### config.mk
export PLATFORM = sky130hd
export DESIGN_NAME = oka_mac8_pipe
export DESIGN_NICKNAME = d
export VERILOG_FILES = /design/src/rtl/oka_mac8_pipe.sv
export SDC_FILE = /design/constraint.sdc
export NUM_CORES = 1
export LEC_CHECK = 0
export CELL_PAD_IN_SITES_DETAIL_PLACEMENT = 0
export CELL_PAD_IN_SITES_GLOBAL_PLACEMENT = 1
export CORE_MARGIN = 2
export CORE_UTILIZATION = 32
export CTS_BUF_LIST = sky130_fd_sc_hd__clkbuf_8
export CTS_CLUSTER_DIAMETER = 100
export DETAILED_ROUTE_END_ITERATION = 6
export GPL_TIMING_DRIVEN = 0
export MAX_ROUTING_LAYER = met4
export PLACE_DENSITY = 0.7
export SYNTH_ARGS = -nofsm -noshare
export SYNTH_HDL_FRONTEND = slang
export SYNTH_SLANG_ARGS = --single-unit
### constraint.sdc
create_clock -name clk -period 3.19 [get_ports clk]
set_input_delay 0.7975 -clock clk [delete_from_list [all_inputs] [get_ports clk]]
set_output_delay 0.7975 -clock clk [all_outputs]
set_load 0.02 [all_outputs]
### src/rtl/oka_mac8_pipe.sv
// rtl/oka_mac8_pipe.sv - streaming dot-product accumulator around an 8-bit truncated multiplier.
// Define OKA_MAC_SAT_EN for a saturating accumulator; the default build wraps.
module oka_mac8_pipe #(
   parameter int WIDTH = 8,
   parameter int ACC_W = 16,
   parameter int LEN_W = 10
) (
   input  logic             clk,
   input  logic             rst_n,
   input  logic             start,
   input  logic [LEN_W-1:0] len,
   input  logic             in_valid,
   output logic             in_ready,
   input  logic [WIDTH-1:0] in_a,
   input  logic [WIDTH-1:0] in_b,
   output logic             res_valid,
   input  logic             res_ready,
   output logic [ACC_W-1:0] res_data,
   output logic             ovf,
   output logic             busy
);

   typedef enum logic [1:0] {
      S_IDLE  = 2'd0,
      S_RUN   = 2'd1,
      S_DRAIN = 2'd2,
      S_DONE  = 2'd3
   } state_t;

   state_t           r_state;
   state_t           w_state_nxt;

   logic [LEN_W-1:0] r_len_q;
   logic [LEN_W-1:0] r_cnt;
   logic [WIDTH-1:0] r_s1_a;
   logic [WIDTH-1:0] r_s1_b;
   logic             r_s1_v;
   logic [WIDTH-1:0] r_p_q;
   logic             r_s2_v;
   logic [ACC_W-1:0] r_acc;
   logic             r_ovf;

   logic             w_accept;
   logic             w_start;
   logic             w_last;
   logic [LEN_W-1:0] w_cnt_nxt;
   logic [WIDTH-1:0] w_prod;
   logic [ACC_W:0]   w_p_ext;
   logic [ACC_W:0]   w_sum;

   assign w_accept  = in_valid & (r_state == S_RUN);
   assign w_start   = start & (r_state == S_IDLE);
   assign w_cnt_nxt = r_cnt + LEN_W'(1);
   assign w_last    = w_accept & (w_cnt_nxt == r_len_q);

   // Only the low WIDTH bits of the product are ever formed.
   assign w_prod  = r_s1_a * r_s1_b;
   assign w_p_ext = (ACC_W + 1)'(r_p_q);
   assign w_sum   = {1'b0, r_acc} + w_p_ext;

   assign in_ready  = (r_state == S_RUN);
   assign res_valid = (r_state == S_DONE);
   assign busy      = (r_state != S_IDLE);
   assign res_data  = r_acc;
   assign ovf       = r_ovf;

   always_ff @(posedge clk or negedge rst_n) begin
      if (!rst_n) begin
         r_state <= S_IDLE;
      end else begin
         r_state <= w_state_nxt;
      end
   end

   always_comb begin
      w_state_nxt = r_state;
      case (r_state)
         S_IDLE: begin
            if (start) begin
               w_state_nxt = (len == '0) ? S_DONE : S_RUN;
            end
         end
         S_RUN: begin
            if (w_last) begin
               w_state_nxt = S_DRAIN;
            end
         end
         S_DRAIN: begin
            if (!r_s1_v && !r_s2_v) begin
               w_state_nxt = S_DONE;
            end
         end
         S_DONE: begin
            if (res_ready) begin
               w_state_nxt = S_IDLE;
            end
         end
         default: w_state_nxt = S_IDLE;
      endcase
   end

   always_ff @(posedge clk or negedge rst_n) begin
      if (!rst_n) begin
         r_len_q <= '0;
         r_cnt   <= '0;
         r_s1_a  <= '0;
         r_s1_b  <= '0;
         r_s1_v  <= 1'b0;
         r_p_q   <= '0;
         r_s2_v  <= 1'b0;
         r_acc   <= '0;
         r_ovf   <= 1'b0;
      end else begin
         r_s1_v <= w_accept;
         if (w_accept) begin
            r_s1_a <= in_a;
            r_s1_b <= in_b;
         end
         r_s2_v <= r_s1_v;
         if (r_s1_v) begin
            r_p_q <= w_prod;
         end
         // The pipeline is empty in IDLE, so a start never races an accumulate.
         if (w_start) begin
            r_len_q <= len;
            r_cnt   <= '0;
            r_acc   <= '0;
            r_ovf   <= 1'b0;
         end else begin
            if (w_accept) begin
               r_cnt <= w_cnt_nxt;
            end
            if (r_s2_v) begin
`ifdef OKA_MAC_SAT_EN
               if (w_sum[ACC_W]) begin
                  r_acc <= '1;
                  r_ovf <= 1'b1;
               end else begin
                  r_acc <= w_sum[ACC_W-1:0];
               end
`else
               r_acc <= w_sum[ACC_W-1:0];
               if (w_sum[ACC_W]) begin
                  r_ovf <= 1'b1;
               end
`endif
            end
         end
      end
   end

endmodule
# == Yosys cells after proc, flatten, opt, wreduce, memory -nomap -nowiden ==
# Cells that the tools add are included.
# Widths: inputs -> output; s select.
# totals
inputBits,31
ff_bits,65
# classes
n_mul,1
n_eq_ne,8
muxes,13
add_sub_neg,2
reduce_logical,11
n_bitwise,3
# op_table
op,count
$mux 16,2
$mux 10,2
$add 16x8->17,1
$add 10x1->10 const B,1
$eq 10x10->1,1
$logic_not 10->1,1
$mux 2,5
$mul 8x8->8,1
$pmux 2 s4,1
$reduce_bool 2->1,4
$eq 2x2->1 const B,2
$ne 2x1->1 const B,2
$ne 2x2->1 const B,2
$reduce_and 4->1,1
$and 1x1->1,3
$mux 1,3
$eq 2x1->1 const B,1
$logic_not 1->1,2
$logic_not 2->1,1
$reduce_and 2->1,1
$logic_and 1x1->1,1

# == Logic depth before layout (Yosys ltp) ==
# depth
ltp_word,5
ltp_mapped,16
ltp_nobuf,15

# == Worst setup path after synthesis ==
# OpenSTA, ideal clock, no wires.
# synth_timing
path_type,reg2reg
from,register r_s1_a[0]
to,register r_p_q[7]
path_stages_with_launch,15
t_required_ps,3051
slack_ps,-293
synth_period_minus_slack_ps,3483
arrival_time_ps,3343
setup_ps,139
cell_sequence,dfrtp_1 -> nand2_1 -> fa_1 -> fa_1 -> inv_1 -> ha_1 -> inv_1 -> fa_1 -> inv_1 -> ha_1 -> a21o_1 -> a21oi_1 -> xnor2_1 -> xnor2_1 -> a21oi_1
# synth_via
elab_chain_cells,1
# synth_rtl
element,line,rtl
"start, declared",35,logic [WIDTH-1:0] r_s1_a;
"start signal, assigned",116,r_s1_a <= in_a;
$mul 8x8->8,57,assign w_prod = r_s1_a * r_s1_b;
"end signal, assigned",121,r_p_q <= w_prod;
"end, declared",38,logic [WIDTH-1:0] r_p_q;
# No other way between the ends.
# A chain may end at the register's enable or synchronous reset.

# == Final worst setup path ==
# layout_timing
from,register r_s1_b[3]
to,register r_p_q[7]
# layout_via
elab_chain_cells,1
# layout_rtl
element,line,rtl
"start, declared",36,logic [WIDTH-1:0] r_s1_b;
"start signal, assigned",117,r_s1_b <= in_b;
$mul 8x8->8,57,
# No other way between the ends.

==> results.yml <==
outcome:
  status: "finished with violations"
  violations: "setup timing"
yosys:
  yosysMostFrequentCell: "nand2_1"
  syn_avg_cell_area_um2: 9.53
  synth_area_um2: 4230
  syn_nets: 518
  ys_async_sr_fraction: 1.00
  synth_top_area_frac: 0.384
  synthTopCellsByArea: "dfrtp_1 38%, ha_1 8.9%, nand2_1 7.4%"
  yosysSeqAreaShare: 0.384
  synth-seq-cells: 65
  syn_inst: 444
  synth_edf_count: 0
  ys_types: 46
  yosys-top-cells-count: "84 x nand2_1, 65 x dfrtp_1, 42 x inv_1"
  yosys_warnings: 0
  synth_ff_type: "dfrtp_1"
  yosysTopAreaCell: "dfrtp_1"
critical_path:
  path_common_cell: "fa_1"
  worstSetupStartpoint: "r_s1_b[3]$_DFFE_PN0P_"
  end_kind: "register"
  path_max_fanout: 6
  r2r_start: "r_s1_b[3]$_DFFE_PN0P_"
  slowest_delay_ns: 0.52
  slowest_stage: "fa_1"
  cp_cell_sequence: "and2_1 -> fa_2 -> inv_2 -> fa_1 -> fa_1 -> fa_1 -> inv_2 -> ha_4 -> a21oi_4 -> xnor2_2 -> xnor2_1 -> a21oi_1"
  start_kind: "register"
  crit_required_ns: 3.41
  critPathKind: "register to register"
  cpLargestDelayFamily: "adder cells"
  crit_arrival_ns: 3.60
  critPathBufInv: 2
final_layout:
  utilization: 0.411
  fillers: 1278
  multi_input_area_um2: 2500
  ff_latch_area_um2: 1640
  antennaDiodeCount: 0
  drive_above_1_share: 0.151
  areaGrowthSynthToFinish_pct: 27.0
  finalNetCount: 587
min_path:
  hp-class: "register to register"
  hold_start: "r_s1_v$_DFF_PN0_"
cts:
  clock_path_buffers: 2
  cts.htree.levels: 3
  cts_buffers: 9
  root_buffer: "clkbuf_8"
  cts.sinks: 65
  clkLatencyLatePin_ns: 0.36
  path_clk_slew_ns: 0.07
  cts_tree: "yes"
routing:
  ant_nets: 0
  wire_per_inst_um: 13.4
  first_iter_violations: 143
  drc: 0
  via_per_inst: 4.57
  num_vias: 3171
  drt_pre_antenna_iters: 4
  wl_um: 9290
flow_run:
  maxCapViolCount: 0
sta:
  final_max_slew_viol_count: 0
  max_freq_ghz: 0.296
  max_slew_margin: 0.448
  tightest_slew_ns: 0.828
  fin_crit_sh: 1.06
  grt_setup_unrepaired: "yes"
  min_period_ns: 3.38
  fin_ws_ns: -0.192
  finalHoldViolCount: 0
  finalSetupTns_ns: -0.335
  skew_ns: 0.0158
  setup_viol: 2
global_route:
  busiest_layer: "met2"
  grt_pass1_wl_um: 15800
  grt_pass1_vias: 3252
  grt_max_degree: 66
  use_met1: 0.193
  met3_usage: 0.0283
  grt_usage: 0.144
  antenna_found_initial: 0
  grtUsageMet2: 0.221
  gr-total-overflow: 0
floorplan:
  coreArea_um2: 13100
  initial_core_util: 0.323
  die_h_um: 119
  io_pins: 51
  die_x_um: 119
  die_area_um2: 14200
  rows: 42
placement:
  hpwl_um: 6780
  io_buffers: 50
  place.gp.congestion: 0.783
power_and_ir_drop:
  finalPower_uw: 5300
  vdd_ir_drop_max_mv: 0.359
  powerDensity_nw_per_um2: 986
  p_leak_uw: 0.00239
-- registers in the layout, summed over array words and instances (netlist names) --
signal    cells
ovf           1
r_cnt        10
r_len_q      10
r_p_q         8
r_s1_a        8
r_s1_b        8
r_s1_v        1
r_s2_v        1
r_state       2
res_data     16
-- routing by layer --
metal  share of wire  vias to the layer above  wire (µm)
met2            0.45                       48       4200
li1                -                     1588          -
met5               0                        -          0
met1            0.51                     1529       4700
met4           0.012                        0        114
met3           0.031                        6        285
-- area by class of cell --
| class | instances | share of cell area |
|---|---|---|
| multi-input cells | 325 | 0.464 |
| flip-flops and latches | 65 | 0.304 |
| repair buffers | 59 | 0.106 |
| well taps | 176 | 0.0410 |
| inverters | 42 | 0.0293 |
| clock buffers | 11 | 0.0282 |
| clock inverters | 5 | 0.0191 |
| plain buffers | 11 | 0.00791 |
-- cells in the final DEF, fill, tap and decap left out, types with 13 or more instances in the layout --
cell,count
a21oi_1,13
xnor2_1,28
mux2_2,13
nand2_1,80
dfrtp_1,58
inv_1,37
xor2_1,16
clkdlybuf4s50_1,49
and2_1,16
ha_1,25
nor2_1,26
-- through the flow --
stage	std cells	setup WS, ns	hold slack (ns)	area [µm²]
final	694	-0.192	0.486	5380
after global routing	694	-0.344	0.517	5380
after CTS	695	-0.195	0.490	5370
after detailed placement	670	-0.341	0.467	4990
after global placement	670	-0.849	0.464	4990
after floorplan	444	-0.0937	0.402	4270
-- worst paths after layout --
kind,end,slack [ns],cells past startpoint
max in group asynchronous,r_s1_b[2]$_DFFE_PN0P_,2.05,1
min in group asynchronous,r_len_q[7]$_DFFE_PN0P_,0.53,1
worst min register to register,r_s2_v$_DFF_PN0_,0.49,0
worst min-delay path,r_s2_v$_DFF_PN0_,0.49,0
worst max register to register,r_p_q[7]$_DFFE_PN0P_,-0.19,12
worst max-delay path,r_p_q[7]$_DFFE_PN0P_,-0.19,12
-- where the power goes --
group | internal (µW) | total [µW] | switching, µW
clock | 561 | 904 | 343
combinational | 1470 | 2960 | 1500
sequential | 1120 | 1430 | 309
total | 3150 | 5300 | 2150
-- worst register-to-register path, delay by kind of cell (launching register included) --
kind            cells  cell delay, ns
compound gates      2            0.25
xor+xnor            2            0.27
buf+inv             2            0.11
flops               1            0.45
fa+ha+maj           5            1.98
simple gates        1            0.19
-- cells by family (layout without fill, tap and decap cells) --
logic type                 after synthesis  in the layout  share of synthesized area
AOI/OAI and AO/OA                       44             44                     0.0695
adders and majority gates               43             43                      0.150
DFF                                     65             65                      0.384
and+or+nand+nor                        166            166                      0.184
xor gates and xnor gates                47             47                      0.101
buffers and inverters                   54            128                     0.0482
muxes                                   25             25                     0.0633
-- timing repair --
action                                  CTS  global route
endpoints found under the hold margin     0             0
pin swaps                                13             3
buffers inserted                          9             0
endpoints found under the setup margin    3             3
resized for setup                        15             5
hold buffers                              0             0
(Power assumes the default switching activity.)
